$ cat src/rtl/cmsdk_mcu_test_ctrl_pkg.sv
// cmsdk_mcu_test_ctrl_pkg: shared state/status encodings and width helper for the run controller.
package cmsdk_mcu_test_ctrl_pkg;
  typedef enum logic [1:0] {
    ST_IDLE  = 2'd0,
    ST_RESET = 2'd1,
    ST_RUN   = 2'd2,
    ST_DONE  = 2'd3
  } state_e;
  // Listed in descending priority after END_NONE.
  typedef enum logic [2:0] {
    END_NONE,
    END_FAIL,
    END_TIMEOUT,
    END_HB_LOST,
    END_PASS
  } end_e;
  function automatic int min1_clog2(input int n);
    return n > 1 ? $clog2(n) : 1;
  endfunction
endpackage

$ cat src/rtl/cmsdk_mcu_test_ctrl_hbwdog.sv
// cmsdk_mcu_test_ctrl_hbwdog: heartbeat reload counter and same-cycle expiry flag.
module cmsdk_mcu_test_ctrl_hbwdog
  import cmsdk_mcu_test_ctrl_pkg::*;
#(
  parameter int HB_WINDOW = 0
) (
  input  logic clk,
  input  logic rst_n,
  input  logic i_en,
  input  logic i_hb,
  output logic o_expire
);
  localparam int HCW = min1_clog2(HB_WINDOW);
  localparam int LIM = HB_WINDOW > 0 ? HB_WINDOW - 1 : 0;
  logic [HCW-1:0] r_cnt;
  always_ff @(posedge clk or negedge rst_n) begin
    if (!rst_n) r_cnt <= '0;
    else r_cnt <= (i_en && !i_hb) ? r_cnt + 1'b1 : '0;
  end
  assign o_expire = i_en && !i_hb && r_cnt == HCW'(LIM);
endmodule

$ cat src/rtl/cmsdk_mcu_test_ctrl.sv
// cmsdk_mcu_test_ctrl: sequenced system reset, run timeout, pass/fail collection and heartbeat watchdog.
module cmsdk_mcu_test_ctrl
  import cmsdk_mcu_test_ctrl_pkg::*;
#(
  parameter int NUM_CH      = 4,
  parameter int CNT_W       = 32,
  parameter int RST_CYC     = 16,
  parameter int TIMEOUT_CYC = 2100000,
  parameter int HB_WINDOW   = 0,
  parameter int AUTO_START  = 1,
  localparam int FCW        = min1_clog2(NUM_CH)
) (
  input  logic              HCLK,
  input  logic              HRESETn,
  input  logic              start,
  input  logic [NUM_CH-1:0] ev_pass,
  input  logic [NUM_CH-1:0] ev_fail,
  input  logic              heartbeat,
  output logic              sys_nrst,
  output logic              running,
  output logic              done,
  output logic              pass,
  output logic              fail,
  output logic [FCW-1:0]    fail_ch,
  output logic              timeout,
  output logic              hb_lost,
  output logic [CNT_W-1:0]  cycles
);
  localparam int RCW = min1_clog2(RST_CYC);
  state_e            r_state;
  logic              r_first;
  logic              r_nrst;
  logic              r_running;
  logic              r_done;
  logic              r_pass;
  logic              r_fail;
  logic              r_timeout;
  logic              r_hb_lost;
  logic [FCW-1:0]    r_fail_ch;
  logic [CNT_W-1:0]  r_cycles;
  logic [NUM_CH-1:0] r_mask;
  logic [RCW-1:0]    r_rcnt;
  logic              w_go;
  logic              w_to;
  logic              w_hb_en;
  logic              w_hb_exp;
  logic [NUM_CH-1:0] w_mask;
  logic [FCW-1:0]    w_fail_ch;
  end_e              w_end;
  // r_first marks the first clock after HRESETn release for the automatic start.
  assign w_go = (r_state == ST_IDLE && (start || (AUTO_START != 0 && r_first))) ||
                (r_state == ST_DONE && start);
  assign w_mask  = r_mask | ev_pass;
  assign w_to    = r_cycles == CNT_W'(TIMEOUT_CYC - 1);
  assign w_hb_en = HB_WINDOW != 0 && r_state == ST_RUN;
  always_comb begin
    w_fail_ch = '0;
    for (int i = NUM_CH - 1; i >= 0; i--) if (ev_fail[i]) w_fail_ch = FCW'(i);
  end
  assign w_end = |ev_fail  ? END_FAIL    :
                 w_to      ? END_TIMEOUT :
                 w_hb_exp  ? END_HB_LOST :
                 &w_mask   ? END_PASS    : END_NONE;
  cmsdk_mcu_test_ctrl_hbwdog #(.HB_WINDOW(HB_WINDOW)) u_hbwdog (
    .clk      (HCLK),
    .rst_n    (HRESETn),
    .i_en     (w_hb_en),
    .i_hb     (heartbeat),
    .o_expire (w_hb_exp)
  );
  always_ff @(posedge HCLK or negedge HRESETn) begin
    if (!HRESETn) begin
      r_state   <= ST_IDLE;
      r_first   <= 1'b1;
      r_nrst    <= 1'b0;
      r_running <= 1'b0;
      r_done    <= 1'b0;
      r_pass    <= 1'b0;
      r_fail    <= 1'b0;
      r_timeout <= 1'b0;
      r_hb_lost <= 1'b0;
      r_fail_ch <= '0;
      r_cycles  <= '0;
      r_mask    <= '0;
      r_rcnt    <= '0;
    end else begin
      r_first <= 1'b0;
      if (w_go) begin
        r_state   <= ST_RESET;
        r_nrst    <= 1'b0;
        r_running <= 1'b0;
        r_done    <= 1'b0;
        r_pass    <= 1'b0;
        r_fail    <= 1'b0;
        r_timeout <= 1'b0;
        r_hb_lost <= 1'b0;
        r_fail_ch <= '0;
        r_cycles  <= '0;
        r_mask    <= '0;
        r_rcnt    <= '0;
      end else if (r_state == ST_RESET) begin
        r_rcnt <= r_rcnt + 1'b1;
        if (r_rcnt == RCW'(RST_CYC - 1)) begin
          r_state   <= ST_RUN;
          r_nrst    <= 1'b1;
          r_running <= 1'b1;
        end
      end else if (r_state == ST_RUN) begin
        r_cycles <= r_cycles + 1'b1;
        r_mask   <= w_mask;
        if (w_end != END_NONE) begin
          r_state   <= ST_DONE;
          r_running <= 1'b0;
          r_done    <= 1'b1;
          r_fail    <= w_end == END_FAIL;
          r_timeout <= w_end == END_TIMEOUT;
          r_hb_lost <= w_end == END_HB_LOST;
          r_pass    <= w_end == END_PASS;
          r_fail_ch <= w_fail_ch;
        end
      end
    end
  end
  assign sys_nrst = r_nrst;
  assign running  = r_running;
  assign done     = r_done;
  assign pass     = r_pass;
  assign fail     = r_fail;
  assign fail_ch  = r_fail_ch;
  assign timeout  = r_timeout;
  assign hb_lost  = r_hb_lost;
  assign cycles   = r_cycles;
endmodule

$ cat config.mk
export PLATFORM = sky130hd
export DESIGN_NAME = cmsdk_mcu_test_ctrl
export DESIGN_NICKNAME = d
export VERILOG_FILES = /design/src/rtl/cmsdk_mcu_test_ctrl_pkg.sv /design/src/rtl/cmsdk_mcu_test_ctrl_hbwdog.sv /design/src/rtl/cmsdk_mcu_test_ctrl.sv
export SDC_FILE = /design/constraint.sdc
export NUM_CORES = 1
export LEC_CHECK = 0
export BUFFER_PORTS_ARGS = -buffer_cell sky130_fd_sc_hd__buf_2
export CORE_MARGIN = 8
export CORE_UTILIZATION = 45
export DETAILED_ROUTE_END_ITERATION = 16
export GPL_ROUTABILITY_DRIVEN = 0
export PLACE_DENSITY_LB_ADDON = 0.3
export SETUP_SLACK_MARGIN = 0.1
export SYNTH_ARGS = -nofsm -noshare
export SYNTH_HDL_FRONTEND = slang
export SYNTH_HIERARCHICAL = 1
export SYNTH_SLANG_ARGS = --single-unit
$ cat constraint.sdc
create_clock -name HCLK -period 1.82 [get_ports HCLK]
set_input_delay 0.364 -clock HCLK [delete_from_list [all_inputs] [get_ports HCLK]]
set_output_delay 0.364 -clock HCLK [all_outputs]
set_load 0.01 [all_outputs]
==> metrics.md, run 1 <==
| Metric | Value |
|---|---|
| Total grt overflow | 0 |
| Power share of the clock group | 26.3% |
| Setup TNS | 0 ps |
| Critical Path Source Type | flip-flop |
| Asr flop ratio synth | 100% |
| Clock root cell | clkbuf_8 |
| First-pass GRT wire length | approximately 12000 µm |
| Critical path class | flip-flop to flip-flop |
| CP cell instances | o21ba_2, o2111a_2, nand2_1, or4_4, a21oi_2 |
| Crit-path max cell delay | 500 ps |
| Residual DRC | 0 |
| Die H | 93.2 µm |
| Iteration-0 DRC Markers | between 150 and 200 |
| NumNets Final | 411 |
| Initial Util | 45.8% |
| Crit path max-delay family | compound AO/OA/AOI/OAI gates |
| Sw power | 0.00121 W |
| Dominant cell type by area after synthesis | dfrtp_1 |
| Final WS setup | 14.0 ps |
| Clk_lat worst skew | 310 ps |
| Cell Area, Synth | 0.00268 mm² |
| Hold_buf cts | 0 |
| Pwr dens | 948 mW/mm² |
| Combinational fraction of design power | 32.3% |
| Post-synthesis register bit count | 53 |
| Hold Path Class | primary input to asynchronous set/reset pin |
| Critical-path top delay cell | or4_4 |
| F_max | 554 MHz |
| FF/Latch Area | 0.00133 mm² |
| RSZ-0062 raised after global routing | true |
| Synthesis-to-layout area growth | 42.2% |
| Crit. End Element | flip-flop |
| # diodes | 0 |
| Synth Instances | 286 |
| Status | finished, final reports clean |
| Cell area after layout | 0.00381 mm² |
| TritonCTS Buffers | 5 |
| Main flop type after synthesis | dfrtp_1 |
| Sequential share of power | 41.4% |
| Core ar. | 0.00585 mm² |
| Yosys top cell area share | 48.6% |
| Std-Cell Rows | 28 |
| Post-synth EDFFs | 0 |
| Switching share of power | about a third |
| Clk pin slew, worst setup/hold paths | 100 ps |
| DRT Wirelength | 7740 µm |
| IR drop worst, VDD | 0.000660 V |
| Ys Warns | 6 |
| Drt pass-1 iters | 4 |
| Initial antenna violation count | 0 |
| Post-route ant nets | 0 |
| Final HPWL DP | roughly 5400 µm |
| Final Max Tran Viols | 0 |
| Crit path DAT | 2050 ps |
| Placed Area | between 0.003 and 0.004 mm² |
| Share of layout cells above drive strength 1 | between 40% and 50% |
| Syn_area_per_cell | 9.37 µm² |
| Pre-CTS WS | -42.7 ps |
| CTS H-tree lvls | 2 |
| IO Port Bufs | 52 |
| Final Hold Vio Count | 0 |
| Filler instances | 466 |
| Total GRT Usage | 17.4% |
| Sink Count | 53 |
| CTS tree | yes |
| Final worst path period share | 99.2% |
| Number of global-route vias before repair | 2546 |
| Setup violations, final | 0 |
| Final Skew | 5.82 ps |
| Worst-path fanout max | 7 |
| Clk buf depth | 2 |
| Worst Path Buf+Inv | 0 |
| Largest net degree at the start of global routing | 35 |
| Die area | 0.00868 mm² |
| Via count | 2663 |
| Leakage | 1.88 nW |
| Area used by multi-input combinational logic | 0.00152 mm² |
| Worst EP required | 2070 ps |
| Cell Int Power | 0.00240 W |
| Fin crit period | 1810 ps |
| Via density | 5.63 |
| Die span in x | 93.2 µm |
| Final core occ | 65.1% |
| Sequential share of the synthesized area | between 40 and 50% |
| Maxcap violations | 0 |
| Routed len/inst | approximately 16 µm |
| Top Ports | 53 |
| Distinct cells, synth | 46 |
| Top cells by area, synth | dfrtp_1 (49%), nor2_1 (5.9%), xor2_1 (4.2%) |
==> layer usage <==
metal / part of all wire, % / wire length [µm] / GRT usage (%) / vias to the layer above
li1: - / - / - / 1260
met1: 45 / 3480 / 22.3 / 1321
met2: 49 / 3780 / 28.0 / 72
met3: 4.7 / 367 / 3.93 / 10
met4: 1.4 / 111 / 6.58 / 0
met5: 0 / 0 / 0 / -
==> path summary, 6_finish.rpt <==
| path | end | cells past startpoint | startpoint | slack (ps) |
|---|---|---|---|---|
| max in group asynchronous | cycles[7] | 2 | HRESETn | 1380 |
| setup / recovery | cycles[30] | 5 | r_state[0] | 10 |
| hold reg to reg | sys_nrst | 2 | sys_nrst | 500 |
| min in group HCLK | r_mask[3] | 2 | ev_pass[3] | 290 |
| setup reg to reg | cycles[30] | 5 | r_state[0] | 10 |
| hold / removal | cycles[26] | 2 | HRESETn | 6 |
==> cells by family (layout without fill, tap and decap cells) <==
kind of cell	after synthesis	in the layout	share of synthesized area, %
AO/OA/AOI/OAI	54	54	12.5
AND/OR/NAND/NOR	143	144	28.2
buffers and inverters	11	121	1.59
other	1	2	0.140
XOR/XNOR	22	22	7.19
adder cells (fa/ha/maj)	2	2	0.934
flip-flops	53	53	49.5
==> what timing repair did <==
action / in CTS / in global routing
pin swaps: 4 / 15
setup buffers: 6 / 11
gates resized for setup: 11 / 29
setup endpoints to repair: 18 / 22
hold endpoints to repair: 0 / 0
gates cloned: 0 / 1
==> cells in the mapped netlist (2+ instances only) <==
cell type / count
a21oi_1: 16
a22o_1: 3
a31oi_1: 3
and2_1: 4
and3_1: 7
and4_1: 5
clkbuf_1: 8
dfrtp_1: 52
ha_1: 2
inv_1: 2
nand2_1: 27
nand2b_1: 2
nand3_1: 14
nand4_1: 9
nor2_1: 42
nor2b_1: 3
nor3_1: 6
nor4_1: 8
nor4b_1: 4
o21a_1: 2
o21ai_0: 15
o22ai_1: 4
or3_1: 5
xnor2_1: 9
xor2_1: 13
==> layout make-up <==
type	count	share of cell area [%]
timing repair buffer	111	19.1
multi-input combinational	224	39.8
clock inverter	3	1.71
sequential	53	35.0
clock buffer	5	1.81
inverter	2	0.197
tap	75	2.46
==> power by group through the flow <==
stage               Combinational [W]  Clock [W]  Sequential [W]
finish                        0.00117   0.000949         0.00150
floorplan                    0.000546          0         0.00153
global route                  0.00131   0.000993         0.00152
detailed placement            0.00104          0         0.00151
CTS                           0.00110   0.000961         0.00148
global placement              0.00102          0         0.00150
==> through the flow <==
step	total power, W	std cells	hold WS [ps]
finish	0.00361	473	5.89
floorplan	0.00207	287	68.4
global route	0.00382	473	28.7
CTS	0.00354	461	12.8
detailed placement	0.00255	447	351
global placement	0.00252	447	351
==> layout by cell type (no fill, tap or decap), types with 3 or more instances in the layout <==
| cell | n |
|---|---|
| dfrtp_1 | 48 |
| o21ai_1 | 3 |
| a21oi_1 | 13 |
| and2_1 | 3 |
| and4_1 | 3 |
| dfrtp_2 | 4 |
| nor2_1 | 42 |
| buf_4 | 55 |
| nand2_1 | 25 |
| buf_6 | 3 |
| xor2_1 | 13 |
| nor4_2 | 4 |
| o22ai_1 | 4 |
| nor2b_1 | 3 |
| nand3_1 | 12 |
| nor3_1 | 5 |
| a21oi_2 | 3 |
| buf_2 | 52 |
| clkbuf_8 | 5 |
| and3_1 | 5 |
| or3_4 | 3 |
| nor4_1 | 4 |
| xnor2_1 | 9 |
| o21ai_0 | 13 |
| nand4_1 | 9 |
| a22o_1 | 3 |
==> sequential cells by signal (all words and copies together), names as in the netlist <==
name / flops
hb_lost: 1
r_state: 2
fail_ch: 2
r_mask: 4
done: 1
fail: 1
u_hbwdog/r_cnt: 1
running: 1
cycles: 32
pass: 1
r_first: 1
r_rcnt: 4
timeout: 1
sys_nrst: 1
No activity file was read; power rests on OpenSTA's default activity.
==> run 2: changes to the inputs <==
--- a/config.mk
+++ b/config.mk
@@ -10,6 +10,7 @@
 export CORE_UTILIZATION = 45
 export DETAILED_ROUTE_END_ITERATION = 16
 export GPL_ROUTABILITY_DRIVEN = 0
+export GPL_TIMING_DRIVEN = 0
 export PLACE_DENSITY_LB_ADDON = 0.3
 export SETUP_SLACK_MARGIN = 0.1
 export SYNTH_ARGS = -nofsm -noshare
==> run 2 against run 1 <==
The flow now finishes with violations (negative setup slack). Critical path type unchanged. Global-route usage increased by 0.21 points. Final cell count decreased by 4.7%. Sequential power barely moved. Largest cell class unchanged. Worst hold slack improved by 260 ps.
==> metrics.md, run 2 (synthesized netlist as in run 1, its figures left out) <==
| Metric | Value |
|---|---|
| Final Hold Vio Count | 0 (unchanged) |
| Drt pass-1 iters | 4 (unchanged) |
| Synthesis-to-layout area growth | 34.3% |
| Met1 Wirelength | 3290 µm (-5.5%) |
| Via density | 5.78 (+2.8%) |
| Most frequent cells in the layout | buf_2 (52), nor2_1 (41), dfrtp_1 (39) |
| Critical path class | flip-flop to flip-flop |
| Fin crit period | 1850 ps (+40.2 ps) |
| Worst-path fanout max | 7 (unchanged) |
| Maxcap violations | 0 (unchanged) |
| CTS tree | yes |
| Worst-margin pin slew | 1160 ps |
| Most common cell after layout, fill and taps aside | buf_2 |
| Clk buf depth | 2 (unchanged) |
| Crit path DAT | 2020 ps (-30 ps) |
| RSZ-0062 raised after global routing | true |
| Number of global-route vias before repair | 2493 (-2.1%) |
| Final WS setup | -26.3 ps (-40.2 ps) |
| Post-route ant nets | 0 (unchanged) |
| Share of layout cells above drive strength 1 | 39.6% (-1.6 points) |
| F_max | 542 MHz (-2.2%) |
| Worst EP required | 1990 ps (-80 ps) |
| Clk pin slew, worst setup/hold paths | 100 ps (about the same) |
| Cell area after layout | 0.00360 mm² (-5.6%) |
| # diodes | 0 (unchanged) |
| Die area | 0.00868 mm² (unchanged) |
| Final Max Tran Viols | 0 (unchanged) |
| Highest metal used | met4 |
| Fin Hold WS | 270 ps (+264 ps) |
| Critical-path top delay cell | dfrtp_2 |
| IR drop worst, VDD | 0.000521 V (-21%) |
| Via count | 2609 (-2.0%) |
| Iteration-0 DRC Markers | 162 (-1.2%) |
| Sink Count | 53 (unchanged) |
| Wire length on met3 | 515 µm (+40%) |
| Crit. End Element | flip-flop |
| Clk_lat worst skew | 310 ps (about the same) |
| Setup violations, final | 3 (+3) |
| CTS H-tree lvls | 2 (unchanged) |
| Final core occ | 61.5% (-3.6 points) |
| Initial Util | 45.8% (unchanged) |
| Leakage | 1.70 nW (-9.8%) |
| Hold Path Class | primary input to asynchronous set/reset pin |
| CP cell instances | nor4b_2, nand2_1, or3_4, buf_8, a21oi_2, o22ai_1 |
| NumNets Final | 389 (-5.4%) |
| DRT Wirelength | 7780 µm (+0.53%) |
| Worst R2R Setup Slack | -30 ps (-40 ps) |
| Crit-path max cell delay | 470 ps (-30 ps) |
| Residual DRC | 0 (unchanged) |
| Final worst path period share | 101% (+2.2 points) |
| TritonCTS Buffers | 5 (unchanged) |
| Dpl cells | 414 (-7.4%) |
| Final HPWL DP | 5010 µm (-7.3%) |
| Rel. slew slack | 22.6% |
| Std-Cell Rows | 28 (unchanged) |
| IO Port Bufs | 52 (unchanged) |
| First-pass GRT wire length | 12300 µm (+0.85%) |
| Met2 WL | 3840 µm (+1.5%) |
| Final cell count without fillers | 451 (-4.7%) |
| Die span in x | 93.2 µm (unchanged) |
| Final Skew | 10.2 ps (+4.41 ps) |
| Clock root cell | clkbuf_8 |
| Pwr dens | 911 mW/mm² (-3.9%) |
| Placed Area | 0.00306 mm² (-8.7%) |
| Core ar. | 0.00585 mm² (unchanged) |
| Number of flip-flops in the largest register | 32 (unchanged) |
| Total GRT Usage | 17.6% (+0.21 points) |
| Routed len/inst | 17.3 µm (+5.4%) |
| Initial antenna violation count | 0 (unchanged) |
| Status | finished, violations left |
| Crit path max-delay family | simple AND/OR/NAND/NOR gates |
| Total grt overflow | 0 (unchanged) |
| Largest net degree at the start of global routing | 54 (+54%) |
| Worst Path Buf+Inv | 1 (+1) |
| Top Ports | 53 (unchanged) |
| Critical Path Source Type | flip-flop |
| Die H | 93.2 µm (unchanged) |
| Failing checks | negative setup slack |
## run 2: cell types whose count changed in the layout (fill, tap and decap cells not counted), moves of 4 or more
cell / change
buf_4: -25
clkbuf_2: +4
dfrtp_2: +9
dfrtp_1: -9
## run 2: per-layer routing
metal / track usage (%) / up-vias
met3: 3.93 / 14
met5: 0 / -
met4: 6.04 / 0
li1: - / 1217
met2: 29.8 / 83
met1: 21.6 / 1295
## run 2: metrics by stage
step	power [W]	TNS [ps]	worst slack, ps
global route	0.00345	-275	-83.9
global placement	0.00238	-5620	-222
floorplan	0.00207	0	7.50
finish	0.00328	-59.9	-26.3
CTS	0.00321	0	11.5
detailed placement	0.00241	-7350	-297
## run 2: worst paths after layout
check / cells after the start / to / start
worst min register to register: 1 / done / done
worst max-delay path: 6 / fail / cycles[18]
worst min-delay path: 1 / cycles[30] / HRESETn
worst max register to register: 6 / fail / cycles[18]
max in group asynchronous: 1 / r_state[0] / HRESETn
min in group HCLK: 2 / r_mask[3] / ev_pass[3]
## run 2: final cells by class
cell class	count	area, µm²
clock inverters	1	7.51
multi-input cells	224	1520
repair buffers	81	482
fillers	477	2250
flip-flops and latches	53	1340
inverters	2	7.51
well taps	75	93.8
clock buffers	7	86.3
plain buffers	8	53.8
## run 2: power by group
group          switching (W)  internal [W]
sequential          0.000146       0.00135
clock               0.000392      0.000310
combinational       0.000663      0.000414
total                0.00120       0.00208
## run 2: repair_timing
| action | in CTS | in global routing |
|---|---|---|
| pin swaps | 4 | 13 |
| setup endpoints to repair | 49 | 48 |
| hold buffers | 0 | 0 |
| gates resized for setup | 39 | 23 |
| cloned | 0 | 1 |
| buffers inserted | 24 | 5 |
==> run 3: changes to the inputs <==
--- a/config.mk
+++ b/config.mk
@@ -6,13 +6,14 @@
 export NUM_CORES = 1
 export LEC_CHECK = 0
 export BUFFER_PORTS_ARGS = -buffer_cell sky130_fd_sc_hd__buf_2
+export CAP_MARGIN = 30
 export CORE_MARGIN = 8
 export CORE_UTILIZATION = 45
+export CTS_BUF_LIST = sky130_fd_sc_hd__clkbuf_4
 export DETAILED_ROUTE_END_ITERATION = 16
 export GPL_ROUTABILITY_DRIVEN = 0
 export GPL_TIMING_DRIVEN = 0
 export PLACE_DENSITY_LB_ADDON = 0.3
-export SETUP_SLACK_MARGIN = 0.1
 export SYNTH_ARGS = -nofsm -noshare
 export SYNTH_HDL_FRONTEND = slang
 export SYNTH_HIERARCHICAL = 1
==> run 3 against run 2 <==
The run still ends with negative setup slack left. Non-clock buffer count rose by 6. Wire length fell by 2.1%. Worst setup slack better by 8.0 ps. Sequential power hardly changed. Final cell count grew 1.1%. Sequential cell count unchanged. Critical endpoint is now cycles[30]. Largest power group unchanged.
==> metrics.md, run 3 (synthesized netlist as in run 1, its figures left out) <==
| Metric | Value |
|---|---|
| Via count | 2588 (-0.80%) |
| Die span in x | 93.2 µm (unchanged) |
| Leakage | 1.69 nW (about the same) |
| Maxcap violations | 0 (unchanged) |
| F_max | 544 MHz (+0.43%) |
| Most common cell after layout, fill and taps aside | buf_2 |
| Pre-CTS WS | -254 ps (+43.2 ps) |
| Failing checks | negative setup slack |
| Hold Path Class | primary input to flip-flop |
| RSZ-0062 raised after global routing | true |
| Fin crit period | 1840 ps (-7.96 ps) |
| Final HPWL DP | 4900 µm (-2.2%) |
| Filler instances | 499 (+4.6%) |
| Initial Util | 45.8% (unchanged) |
| Final worst path period share | 101% (-0.44 points) |
| Clock root cell | clkbuf_4 |
| Clk_lat worst skew | 370 ps (+60 ps) |
| Critical path class | flip-flop to flip-flop |
| Rel. slew slack | 50.5% (+28 points) |
| Initial antenna violation count | 0 (unchanged) |
| Final Max Tran Viols | 0 (unchanged) |
| Crit path DAT | 2150 ps (+130 ps) |
| Std-Cell Rows | 28 (unchanged) |
| Final cell count without fillers | 456 (+1.1%) |
| CTS tree | yes |
| IR drop worst, VDD | 0.000620 V (+19%) |
| Total GRT Usage | 16.1% (-1.5 points) |
| Worst-margin pin slew | 736 ps (-425 ps) |
| Crit. End Element | flip-flop |
| Sink Count | 53 (unchanged) |
| Die area | 0.00868 mm² (unchanged) |
| Core ar. | 0.00585 mm² (unchanged) |
| Most frequent cells in the layout | buf_2 (54), nor2_1 (41), dfrtp_1 (40) |
| Setup violations, final | 1 (-2) |
| DRT Wirelength | 7620 µm (-2.1%) |
| Critical Path Source Type | flip-flop |
| Total grt overflow | 0 (unchanged) |
| Routed len/inst | 16.7 µm (-3.2%) |
| Clk pin slew, worst setup/hold paths | 150 ps (+50 ps) |
| Number of global-route vias before repair | 2287 (-8.3%) |
| Final Hold Vio Count | 0 (unchanged) |
| Iteration-0 DRC Markers | 164 (+1.2%) |
| Dpl cells | 416 (+0.48%) |
| Number of flip-flops in the largest register | 32 (unchanged) |
| IO Port Bufs | 52 (unchanged) |
| Clk buf depth | 2 (unchanged) |
| Share of layout cells above drive strength 1 | 37.5% (-2.1 points) |
| Die H | 93.2 µm (unchanged) |
| Synthesis-to-layout area growth | 31.9% |
| # diodes | 0 (unchanged) |
| Worst-path fanout max | 4 (-3) |
| Drt pass-1 iters | 4 (unchanged) |
| Largest net degree at the start of global routing | 41 (-24%) |
| Worst EP required | 2130 ps (+140 ps) |
| Reg2Reg Depth | 6 (unchanged) |
| Hold path cells | 3 |
| First-pass GRT wire length | 11400 µm (-7.3%) |
| TritonCTS Buffers | 5 (unchanged) |
| CTS H-tree lvls | 2 (unchanged) |
| Residual DRC | 0 (unchanged) |
| Final Skew | 7.02 ps (-3.21 ps) |
| Post-route ant nets | 0 (unchanged) |
| Pwr dens | 862 mW/mm² (-5.4%) |
| Via density | 5.68 (-1.9%) |
| NumNets Final | 394 (+1.3%) |
| Status | finished, violations left |
| Top Ports | 53 (unchanged) |
| Final WS setup | -18.3 ps (+7.96 ps) |
run 3: repair_timing:
action                                 4_1_cts  5_1_grt
hold buffers                                 1        0
endpoints found under the hold margin       13        0
buffers inserted                            13       20
resized for setup                           17       31
setup endpoints to repair                   48       26
pin swaps                                    4        6
cloned                                       0        0
run 3: path summary, 6_finish.rpt:
kind | start | slack (ps) | to
worst min-delay path | ev_pass[2] | 230 | r_mask[2]
max in group asynchronous | HRESETn | 840 | r_first
worst max register to register | cycles[0] | -20 | cycles[30]
worst max-delay path | cycles[0] | -20 | cycles[30]
min in group asynchronous | HRESETn | 400 | cycles[11]
worst min register to register | done | 490 | done
run 3: critical path: stages, from the launching register on:
cell and delay (ps):
dfrtp_1 440, ha_2 210, and3_4 200, o2111a_2 240, nand2_2 70, or4_4 480
a21oi_2 140
run 3: cell type report:
| class | count | area, µm² | share of cell area, % |
|---|---|---|---|
| Clock inverter | 3 | 12.5 | 0.354 |
| Clock buffer | 5 | 37.5 | 1.06 |
| Multi-Input combinational cell | 223 | 1450 | 41.1 |
| Inverter | 2 | 7.51 | 0.212 |
| Buffer | 7 | 32.5 | 0.920 |
| Timing Repair Buffer | 88 | 557 | 15.8 |
| Sequential cell | 53 | 1340 | 38.0 |
| Tap cell | 75 | 93.8 | 2.65 |
run 3: per-layer routing:
| layer | part of all wire [%] | GRT usage [%] |
|---|---|---|
| met1 | 43 | 21.1 |
| met2 | 48 | 25.3 |
| met3 | 6.6 | 4.33 |
| met4 | 1.5 | 5.10 |
| met5 | 0 | 0 |
run 3: where the power goes:
group / internal (W) / total (W) / switching, W / leakage (nW)
logic: 0.000397 / 0.00103 / 0.000635 / 0.965
clock network: 0.000141 / 0.000512 / 0.000371 / 0.0300
registers: 0.00135 / 0.00150 / 0.000150 / 0.700
run 3: through the flow:
stage	cell area, µm²	TNS (ps)	hold WS, ps	util (%)	power, W
2_1_floorplan	2690	0	68.4	-	0.00207
3_3_place_gp	3050	-6640	461	52.1	0.00239
3_5_place_dp	3070	-7240	285	52.5	0.00243
4_1_cts	3280	-143	230	56.0	0.00296
5_1_grt	3530	-211	244	60.4	0.00323
6_report	3530	-18.3	234	60.4	0.00305
